## config.mk

```make
export PLATFORM = sky130hd
export DESIGN_NAME = mem_wb_ctrl
export DESIGN_NICKNAME = d
export VERILOG_FILES = /design/src/rtl/mem_wb_ctrl.sv
export SDC_FILE = /design/constraint.sdc
export NUM_CORES = 1
export LEC_CHECK = 0
export CORE_MARGIN = 4
export CORE_UTILIZATION = 35
export CTS_CLUSTER_SIZE = 25
export DETAILED_ROUTE_END_ITERATION = 10
export PLACE_DENSITY = 0.69
export SKIP_LAST_GASP = 1
export SYNTH_ARGS = -nofsm -noshare
export SYNTH_HDL_FRONTEND = slang
export SYNTH_SLANG_ARGS = --single-unit
```

## constraint.sdc

```tcl
create_clock -name clk -period 2.6 [get_ports clk]
set_clock_uncertainty 0.15 [all_clocks]
set_input_delay 0.65 -clock clk [delete_from_list [all_inputs] [get_ports clk]]
set_output_delay 0.65 -clock clk [all_outputs]
set_load 0.01 [all_outputs]
```

## src/rtl/mem_wb_ctrl.sv

```systemverilog
// mem_wb_ctrl: MEM-stage data-memory handshake controller and MEM/WB register.
// Non-memory instructions pass through to the MEM/WB outputs in one edge.
// Loads and stores are latched, issued on a registered request and held until
// the memory acknowledges. The pipeline is stalled while the access waits.
// A bounded wait counter aborts accesses the memory never answers.
//
// Ports:
//   clk, reset            single clock, synchronous active-high reset
//   memRead, memWrite     MEM-stage access type
//   ALUResult, writeData  address/result and store data
//   WB, writeRegister     write-back control and destination register
//   mem_ack, mem_rdata    memory completion strobe and read data
//   mem_req, mem_we       registered request and write enable
//   mem_addr, mem_wdata   latched address and store data
//   stall                 combinational freeze for PC, IF/ID, ID/EX, EX/MEM
//   WB_output, readData_output, ALUResult_output, writeRegister_output
//                         MEM/WB pipeline register
//   err                   sticky error (read+write conflict or timeout)
module mem_wb_ctrl #(
    parameter int TIMEOUT = 15
) (
    input  logic        clk,
    input  logic        reset,
    input  logic        memRead,
    input  logic        memWrite,
    input  logic [31:0] ALUResult,
    input  logic [31:0] writeData,
    input  logic [1:0]  WB,
    input  logic [4:0]  writeRegister,
    input  logic        mem_ack,
    input  logic [31:0] mem_rdata,
    output logic        mem_req,
    output logic        mem_we,
    output logic [31:0] mem_addr,
    output logic [31:0] mem_wdata,
    output logic        stall,
    output logic [1:0]  WB_output,
    output logic [31:0] readData_output,
    output logic [31:0] ALUResult_output,
    output logic [4:0]  writeRegister_output,
    output logic        err
);

    // Counter must hold TIMEOUT itself, and is never narrower than 4 bits.
    localparam int CW = ($clog2(TIMEOUT + 1) > 4) ? $clog2(TIMEOUT + 1) : 4;

    typedef enum logic {
        S_IDLE = 1'b0,
        S_WAIT = 1'b1
    } state_t;

    state_t        state, next_state;
    logic [CW-1:0] cnt;
    logic [1:0]    lat_wb;
    logic [4:0]    lat_wreg;

    logic access;
    logic timed_out;
    logic start;    // issue a new access
    logic done;     // ack received, retire latched instruction
    logic abort;    // timeout, discard latched instruction
    logic bubble;   // load a bubble into MEM/WB
    logic pass;     // pass current instruction straight to MEM/WB

    assign access    = memRead | memWrite;
    assign timed_out = (cnt >= CW'(TIMEOUT));

    always_ff @(posedge clk) begin
        if (reset) state <= S_IDLE;
        else       state <= next_state;
    end

    always_comb begin
        next_state = state;
        stall      = 1'b0;
        start      = 1'b0;
        done       = 1'b0;
        abort      = 1'b0;
        bubble     = 1'b0;
        pass       = 1'b0;
        case (state)
            S_IDLE: begin
                // mem_ack is deliberately not looked at here.
                if (access) begin
                    stall      = 1'b1;
                    start      = 1'b1;
                    bubble     = 1'b1;
                    next_state = S_WAIT;
                end else begin
                    pass = 1'b1;
                end
            end
            S_WAIT: begin
                if (mem_ack) begin
                    done       = 1'b1;
                    next_state = S_IDLE;
                end else if (timed_out) begin
                    // Release the pipeline in the abort cycle; the
                    // instruction is dropped as a bubble.
                    abort      = 1'b1;
                    bubble     = 1'b1;
                    next_state = S_IDLE;
                end else begin
                    stall  = 1'b1;
                    bubble = 1'b1;
                end
            end
            default: next_state = S_IDLE;
        endcase
        if (reset) stall = 1'b0;
    end

    // Wait counter: counts only while remaining in WAIT, saturating.
    always_ff @(posedge clk) begin
        if (reset) begin
            cnt <= '0;
        end else if (state == S_WAIT && next_state == S_WAIT) begin
            if (cnt != '1) cnt <= cnt + 1'b1;
        end else begin
            cnt <= '0;
        end
    end

    // Access latches and request. mem_addr doubles as the latched ALUResult.
    always_ff @(posedge clk) begin
        if (reset) begin
            mem_req   <= 1'b0;
            mem_we    <= 1'b0;
            mem_addr  <= '0;
            mem_wdata <= '0;
            lat_wb    <= '0;
            lat_wreg  <= '0;
            err       <= 1'b0;
        end else begin
            if (start) begin
                mem_req   <= 1'b1;
                // Read wins when both are requested.
                mem_we    <= memWrite & ~memRead;
                mem_addr  <= ALUResult;
                mem_wdata <= writeData;
                lat_wb    <= WB;
                lat_wreg  <= writeRegister;
                if (memRead && memWrite) err <= 1'b1;
            end
            if (done || abort) mem_req <= 1'b0;
            if (abort)         err     <= 1'b1;
        end
    end

    // MEM/WB pipeline register.
    always_ff @(posedge clk) begin
        if (reset || bubble) begin
            WB_output            <= '0;
            readData_output      <= '0;
            ALUResult_output     <= '0;
            writeRegister_output <= '0;
        end else if (done) begin
            WB_output            <= lat_wb;
            readData_output      <= mem_we ? 32'd0 : mem_rdata;
            ALUResult_output     <= mem_addr;
            writeRegister_output <= lat_wreg;
        end else if (pass) begin
            WB_output            <= WB;
            readData_output      <= '0;
            ALUResult_output     <= ALUResult;
            writeRegister_output <= writeRegister;
        end
    end

endmodule

```

* After elaboration in Yosys (flattened, before gate mapping)
Index checks and enable logic that the tools add are counted.
** Storage, ports and cells
- Output and inout bits :: 139
- Flip-flop bits (word level) :: 150
- Logic and storage cells :: 58
- Input bits :: 108
** Operators by class
- $lt $le $gt $ge :: 1
- Bitwise gates (word level) :: 5
- Add/sub/neg operators :: 1
- Reduce and logical (&&, ||, !) cells :: 10
- Eq/ne operators :: 1
- Mux-type cells :: 27
** Operators by type and width (number)
- $mux 32 :: 5
- $mux 1 :: 16
- $mux 5 :: 2
- $reduce_bool 2->1 :: 3
- $add 4x1->4 const B :: 1
- $ge 4x4->1 const B :: 1
- $mux 2 :: 2
- $ne 4x4->1 const B :: 1
- $pmux 1 s2 :: 2
- $reduce_or 2->1 :: 2
- $not 1->1 :: 3
- $logic_and 1x1->1 :: 2
- $logic_or 1x1->1 :: 2
- $reduce_and 2->1 :: 1
- $and 1x1->1 :: 1
- $or 1x1->1 :: 1

* Longest topological paths before layout
- Word-level depth :: 7
- Gate-level depth with buffers :: 6
- Gate-level depth less buffers :: 4

* Least setup slack after synthesis
OpenSTA, ideal clock, no wires.
- Kind :: in2out
- Start point :: in memRead
- End point :: out stall
- Arrival time :: 1.375 ns
- Stages on the path :: 4
- Setup slack :: 0.425 ns
- Buffers on the path :: 1
- Required time :: 1.800 ns
- Cell sequence :: o21ba_1 > buf_2 > nor2_1 > a211oi_1
** On the way
- Longest elaborated chain between the ends :: 4
** RTL lines
- start: declaration :: RTL line 24 : input logic memRead,
- $or 1x1->1 :: RTL line 65 : assign access = memRead | memWrite;
- $mux 1 :: RTL line 84 : if (access) begin
- $pmux 1 s2 :: RTL line 81 : case (state)
- $mux 1 :: RTL line 110 : if (reset) stall = 1'b0;
- end: declaration :: RTL line 36 : output logic stall,
Every way passes these cells.

* Final worst setup path
Same ends and word-level chain as after synthesis.

==> results_dict.tcl <==
set metrics [dict create \
    grt_start_max_net_pins 79 \
    synth_flop_cell "dfxtp_1" \
    ctsHtreeMaxLevel 4 \
    placement.io_buffers 246 \
    place_congestion 0.767 \
    die_x_um 128 \
    finalCritPeriodShare 0.969 \
    dp.final_hpwl_um 10500 \
    drtIter0Drc 234 \
    grt_first_pass_wirelength_um 23200 \
    power_share_of_the_combinational_group 0.143 \
    cts_tree "yes" \
    antenna_cells 0 \
    post-route-min-period_ps 2520 \
    count_of_tritonroute_iterations_in_the_first_routing_pass 7 \
    initial_core_util 0.359 \
    timing.critical_path.from_type "input port" \
    power-per-cell-area_nw_per_um2 695 \
    fin_total_pwr_mw 5.76 \
    path_buf_inv 2 \
    switching_pwr_mw 1.33 \
    synth_cell_types 29 \
    finalCoreUtilization 0.594 \
    clkSlewWorstSetupHoldPaths_ps 50 \
    synthesis.instances 582 \
    timing.critical_path.cells "clkdlybuf4s50_1 > o21ba_2 > nor2_1 > a211oi_2 > buf_2" \
    cp-end-kind "primary output" \
    timing_max_transition_violations_final 0 \
    rsz0062_at_grt "no" \
    netlist_area_um2 5000 \
    timing.fmax_ghz 0.397 \
    timing.critical_path.slowest_cell_delay_ps 490 \
    crit_fanout 2 \
    netlist.area_leader.share 0.600 \
    detail_route.wl_per_cell_um 14.6 \
    p_leak_nw 3.22 \
    cts_hold_buffers 0 \
    cp.arrival_ps 1720 \
    area_after_detailed_placement_um2 7680 \
    yosysTopAreaCell "dfxtp_1" \
    cts_post_setup_buffers_inserted 0 \
    synth_seq_area_share 0.600 \
    fp-row-count 43 \
    vdd_drop_max_mv 0.370 \
    die_area_um2 16300 \
    post-route-drc-count 0 \
    max-cap-violations 0 \
    clkSinkCount 150 \
    slowest_stage "clkdlybuf4s50_1" \
    floorplan.die.height_um 128 \
    critPathTopFamily "buffers and inverters" \
    boundaryPins 247 \
    ant_nets 0 \
    ys_ff_latch 150 \
    critPathRequiredTime_ps 1800 \
    pwr-share-seq 0.434 \
    p_int_mw 4.43 \
    synth_edf_count 0 \
    switching_share_of_power 0.231 \
    dr_total_vias 4753 \
    hold_class "in2reg" \
    clkLatencyLatePin_ps 410 \
    postSynth.asyncResetShare 0 \
    area_delta_synth_final_pct 65.4 \
    fin_area_um2 8280 \
    wirelength_um 14800 \
    max_slew.worst_pin.slew_ps 860 \
    ys_top_cells_by_area "dfxtp_1 (60%), nand2_1 (17%), a21oi_1 (10%)" \
    yosys_warnings 0 \
    timing_hold_violations_final 0 \
    core_um2 13900 \
    max-clock-path-buffers 2 \
    syn-mean-instance-area_um2 8.60 \
    grt_usage 0.180 \
    via_count_of_the_first_global_routing_pass 4678 \
    cts-root-buf "clkbuf_16" \
    max_slew_margin 0.427 \
    run_status "finished clean" \
    cts-buffers-inserted 17 \
    clockPowerShare 0.424 \
    finalSetupViolCount 0 \
    grt_remaining_overflow 0 \
    critical_path_class "in2out" \
    layout-drive-gt1-share 0.0719 \
    grt_antenna_before_repair 0 \
    synth.net_count 691 \
    layout.nets 930 \
    avg_vias_per_cell 4.69 \
]
sequential cells by signal (all words and copies together) (netlist names):
signal,count
cnt,4
lat_wreg,5
writeRegister_output,5
mem_req,1
readData_output,32
ALUResult_output,32
mem_we,1
lat_wb,2
WB_output,2
err,1
state,1
mem_wdata,32
mem_addr,32
area by class of cell:
cell class	count	area [µm²]
fill	1187	5660
sequential	150	3000
timing repair buffer	261	2620
multi-input combinational	390	1830
clock buffer	26	509
tap	180	225
clock inverter	6	88.8
inverter	1	3.75
power groups by stage:
stage | clock network [mW] | registers [mW] | logic [mW]
global placement | 0 | 2.54 | 0.819
floorplan | 0 | 2.59 | 0.272
CTS | 2.49 | 2.50 | 0.834
global route | 2.59 | 2.51 | 0.892
detailed placement | 0 | 2.55 | 0.830
finish | 2.44 | 2.50 | 0.821
layer usage:
| metal | GRT usage | routed length, µm | vias to the layer above |
|---|---|---|---|
| met4 | 0.0839 | 422 | 0 |
| met3 | 0.0794 | 1540 | 31 |
| met5 | 0 | 0 | - |
| met1 | 0.193 | 5600 | 2169 |
| li1 | - | - | 2341 |
| met2 | 0.304 | 7210 | 212 |
synthesized netlist by cell type (2+ instances only):
master      n
buf_6       2
nand2_1   221
clkbuf_1   24
a21oi_2    10
nor3_1      4
and2_1     33
nor2b_1     2
a21oi_1   101
nor2_1      4
dfxtp_1   150
buf_2      13
placed cells by master, fill, tap and decap left out, types with 2 or more instances in the layout:
cell type	synthesis	routed
clkinvlp_4	0	2
nor3_1	4	4
buf_2	13	2
a21oi_1	101	101
clkdlybuf4s50_1	0	244
nor2_1	4	4
a21oi_2	10	10
nor2b_1	2	2
dfxtp_1	150	150
buf_12	0	4
clkbuf_16	0	17
nand2_1	221	221
buf_4	1	11
clkbuf_1	24	4
clkbuf_8	0	5
and2_1	33	33
bufinv_16	0	2
worst paths after layout:
check | cells after the start | slack, ps | to | start
hold reg to reg | 2 | 300 | writeRegister_output[0]$_SDFFE_PP0P_ | lat_wreg[0]$_SDFFE_PP0P_
setup / recovery | 5 | 80 | stall | memRead
setup reg to reg | 5 | 590 | ALUResult_output[4]$_SDFFE_PP0P_ | state$_DFF_P_
hold / removal | 2 | 300 | state$_DFF_P_ | reset
per-stage QoR:
step	hold WS [ps]	setup TNS, ps	worst slack [ps]	cells
after global routing	283	0	22.0	1014
final	299	0	81.7	1014
after floorplan	280	0	425	582
after CTS	262	0	37.1	1014
after detailed placement	294	-5940	-441	982
after global placement	286	-4980	-421	982
logic make-up after synthesis:
family                     after synthesis  synth area share
and+or+nand+nor                        269             0.226
DFF                                    150             0.600
AOI/OAI and AO/OA                      119             0.131
buffers and inverters                   42            0.0385
xor gates and xnor gates                 1           0.00175
adders and majority gates                1           0.00250
what timing repair did:
item,in CTS,in global routing
hold endpoints to repair,0,0
pin swaps,0,1
resized for setup,6,0
setup endpoints to repair,1,1
No activity file was read; power rests on OpenSTA's default activity.
==> patch 1, RTL diff (same settings) <==
The parameter `TIMEOUT` goes from 15 to 17.
--- a/src/rtl/mem_wb_ctrl.sv
+++ b/src/rtl/mem_wb_ctrl.sv
@@ -17,7 +17,7 @@
 //                         MEM/WB pipeline register
 //   err                   sticky error (read+write conflict or timeout)
 module mem_wb_ctrl #(
-    parameter int TIMEOUT = 15
+    parameter int TIMEOUT = 17
 ) (
     input  logic        clk,
     input  logic        reset,
Formal check against the unedited RTL: same outputs for any inputs over 4 cycles, from zero or initial values and one cycle with reset high; that may be too few to reach the edited logic, so the function may still have changed.
==> patch 1 against the unedited design <==
Critical path depth decreased by 1. Sequential share of layout area down 0.83 points. Routed wire length rose by 6.0%. Die area is 5.2% higher. Total power up 1.8%. Worst hold slack got worse by 10 ps. Core utilization is 1.2 points lower. Sequential cell count rose by 1. Final area grew 3.0%. Register-to-register slack improved by 50 ps. Setup slack got worse by 16 ps. Fmax down 0.62%. Area after synthesis rose by 5.5%. Synthesized cell count is 2.6% higher. Critical path type unchanged. Largest power group is now clock.
==> patch 1: results (changes against the unedited design) <==
metric;value;unit;change
Worst Max-Slew Pin Slew;497;ps;-363 ps
Reg2Reg Capture Point;ALUResult_output[1]$_SDFFE_PP0P_;;
all-layer global routing usage;0.182;;+0.00191
# resized after CTS;8;;+2
DRT Pass-1 Iters;4;;-3
worst setup path start;mem_ack;;
vias in the first global route;4820;;+3.0%
Highest Signal Layer;met5;;
initial antenna violation count;1;;+1
xor and xnor area share after synthesis;0.00498;;+0.00323
syn_nets;708;;+2.5%
Comb power frac;0.138;;-0.005
CTS max path bufs;2;;unchanged
largest cells by area after synthesis;dfxtp_1 (57%), nand2_1 (16%), a21oi_1 (9.4%);;
final worst slack;66.0;ps;-15.7 ps
first-pass GRT wire length;24.4;mm;+4.8%
DRT met1 WL;6.30;mm;+13%
r2r setup slk;640;ps;+50 ps
CTS Buf Count;17;;unchanged
post-synthesis compound-gate area fraction;0.130;;-0.00166
wire per inst;15.1;microns;+3.5%
routability congestion estimate;0.802;;+4.5%
met1 usage;0.208;;+0.0146
adder and majority gate portion of the synthesized area;0.00711;;+0.00461
Fill cells;1243;;+4.7%
Commonest cells post-synth;nand2_1 (221), dfxtp_1 (151), a21oi_1 (99);;
Flop pwr share;0.427;;-0.007
Root Driver;clkbuf_16;;
setup bufs post-CTS;0;;unchanged
grt met2 use;0.306;;+0.00149
worst setup path end;stall;;
layout cells sized above 1;0.0902;;+0.0182
switching power;1330;uW;+0.14%
leakage;0.00331;uW;+2.8%
largest net degree at the start of global routing;46;;-42%
Iter 0 DRT Violations;286;;+22%
Cell variety after synth;35;;+21%
outcome;complete, no violations;;
Seq/Total Area, Yosys;0.573;;-0.0276
Nets;952;;+2.4%
DR vias/cell;4.72;;+0.71%
Diodes inserted;0;;unchanged
Max FO, Critical Path;2;;unchanged
M3 GR Usage;0.0797;;+0.000243
hpwl dp;11.2;mm;+6.5%
multiplexer share of the synthesized area;0.00190;;+0.00190
ys flop type;dfxtp_1;;
Arr. time, crit path;1730;ps;
CP peak stage delay;420;ps;-70 ps
metal3 WL;1.54;mm;unchanged
Reg2Reg Depth;5;;unchanged
met2 WL;7.60;mm;+5.5%
VDD IR max;430;uV;+16%
pre-CTS setup slack;-461;ps;-20.1 ps
IO buf count;246;;unchanged
## patch 1: final cells by class
class / instances / area [sq um] / share of cell area
inverters: 3 / 11.3 / 0.00132
clock buffers: 23 / 468 / 0.0549
flip-flops and latches: 151 / 3020 / 0.354
repair buffers: 267 / 2660 / 0.312
well taps: 184 / 230 / 0.0270
multi-input cells: 401 / 1990 / 0.234
clock inverters: 9 / 148 / 0.0173
## patch 1: cells by family after synthesis
group,count (synthesis)
AOI/OAI and AO/OA,120
xor gates and xnor gates,3
adders and majority gates,3
buffers and inverters,45
DFF,151
muxes,1
and+or+nand+nor,274
## patch 1: through the flow
step	power, uW	cell area, sq um	hold WS [ps]	std cells
finish	5860	8530	288	1038
global route	6110	8530	268	1038
CTS	5930	8520	249	1038
detailed placement	3360	7910	296	1006
global placement	3350	7910	286	1006
floorplan	2890	5280	280	597
==> patch 2, RTL diff (same settings) <==
Without the edit above. Reset style: asynchronous (`reset`), changed in 3 clocked blocks. Comments in the files are not updated.
--- a/src/rtl/mem_wb_ctrl.sv
+++ b/src/rtl/mem_wb_ctrl.sv
@@ -65,7 +65,7 @@
     assign access    = memRead | memWrite;
     assign timed_out = (cnt >= CW'(TIMEOUT));
 
-    always_ff @(posedge clk) begin
+    always_ff @(posedge clk or posedge reset) begin
         if (reset) state <= S_IDLE;
         else       state <= next_state;
     end
@@ -111,7 +111,7 @@
     end
 
     // Wait counter: counts only while remaining in WAIT, saturating.
-    always_ff @(posedge clk) begin
+    always_ff @(posedge clk or posedge reset) begin
         if (reset) begin
             cnt <= '0;
         end else if (state == S_WAIT && next_state == S_WAIT) begin
@@ -122,7 +122,7 @@
     end
 
     // Access latches and request. mem_addr doubles as the latched ALUResult.
-    always_ff @(posedge clk) begin
+    always_ff @(posedge clk or posedge reset) begin
         if (reset) begin
             mem_req   <= 1'b0;
             mem_we    <= 1'b0;
Check against the original RTL: differs if reset is asserted again (counterexample within 4 cycles, from zero or initial values and one cycle with reset high); with reset held inactive, the same outputs for 4 cycles.
==> patch 2 against the unedited design <==
Final cell count is 11% lower. Final area up 5.8%. Sequential share of layout area rose by 2.5 points. Area after synthesis up 9.6%. Sequential cell count did not move. First-iteration DRC count fell by 51%. Critical path depth did not move. Global-route usage is 1.7 points lower. Routed wire length fell by 2.5%. Setup slack improved by 9.9 ps. Die area up 8.9%. Register-to-register slack got worse by 50 ps. Critical path type unchanged. Highest routed layer is now met5.
Power is not compared: it rests on default switching activity, and its combinational part moved more than twofold at a synthesized area within 25%.
==> patch 2: results (changes against the unedited design) <==
metric;value;unit;change
Mean Syn Cell Area;13.0;sq um;+51%
Placed Cells;871;;-11%
Final Power;8060;uW;
worst setup path start;mem_ack;;
syn_nets;531;;-23%
Iter 0 DRT Violations;115;;-51%
worst r2r src;state$_DFF_PP0_;;
pre-CTS setup slack;-303;ps;+138 ps
HP Class;reg -> reg;;
layout cells sized above 1;0.176;;+0.104
Placed Area;0.00816;sq mm;+6.3%
CP peak stage delay;420;ps;-70 ps
routability congestion estimate;0.761;;-0.77%
all-layer global routing usage;0.163;;-0.0168
HP Start;cnt[0]$_DFFE_PP0P_;;
hpwl dp;10.2;mm;-2.8%
Nets;788;;-15%
Seq/Total Area, Yosys;0.620;;+0.0198
Commonest cells post-synth;nand2_1 (81), dfrtp_1 (79), dfxtp_1 (71);;
vias;4033;;-15%
Post-synth ARST share;0.527;;+0.527
largest cells by area after synthesis;dfrtp_1 (36%), dfxtp_1 (26%), mux2_4 (16%);;
outcome;complete, no violations;;
first-pass GRT wire length;22.9;mm;-1.3%
Worst Max-Slew Pin Slew;474;ps;-386 ps
## patch 2: final timing paths
kind                                           endpoint  slack, ps  cells after the start
worst max-delay path                              stall         90                      5
worst min-delay path                 cnt[0]$_DFFE_PP0P_        300                      1
worst max register to register  lat_wreg[4]$_DFFE_PP0P_        540                      5
worst min register to register       cnt[0]$_DFFE_PP0P_        300                      1
max in group asynchronous       mem_addr[0]$_DFFE_PP0P_       1210                      4
min in group asynchronous               state$_DFF_PP0_        760                      4
## patch 2: cell type report
cell class	count	area, sq um
fillers	1259	6500
clock inverters	11	149
repair buffers	261	2610
clock buffers	21	450
well taps	211	264
inverters	3	15.0
multi-input cells	246	1880
flip-flops and latches	150	3400
## patch 2: cells by family (layout without fill, tap and decap cells)
family	after synthesis	count (layout)	synth area share
buf+inv	26	296	0.0418
fa+ha+maj	1	1	0.00228
simple gates	124	124	0.103
mux	71	71	0.185
compound gates	48	48	0.0450
xor+xnor	2	2	0.00320
flops	150	150	0.620
## patch 2: metal layers
layer  global-route usage  share of wire  up-vias
li1                     -              -     1906
met1                0.192           0.41     1932
met2                0.263           0.47      169
met3               0.0706          0.098       24
met4               0.0680          0.021        2
met5                    0        0.00090        -
## patch 2: repair_timing
item / 4_1_cts / 5_1_grt
setup buffers: 0 / 0
hold buffers: 0 / 0
pin swaps: 0 / 0
resized for setup: 4 / 1
hold endpoints to repair: 0 / 0
endpoints found under the setup margin: 1 / 1
## patch 2: critical path: cells and delay by family
family / cells / cell delay, ps
buf+inv: 2 / 560
compound gates: 1 / 140
simple gates: 2 / 350
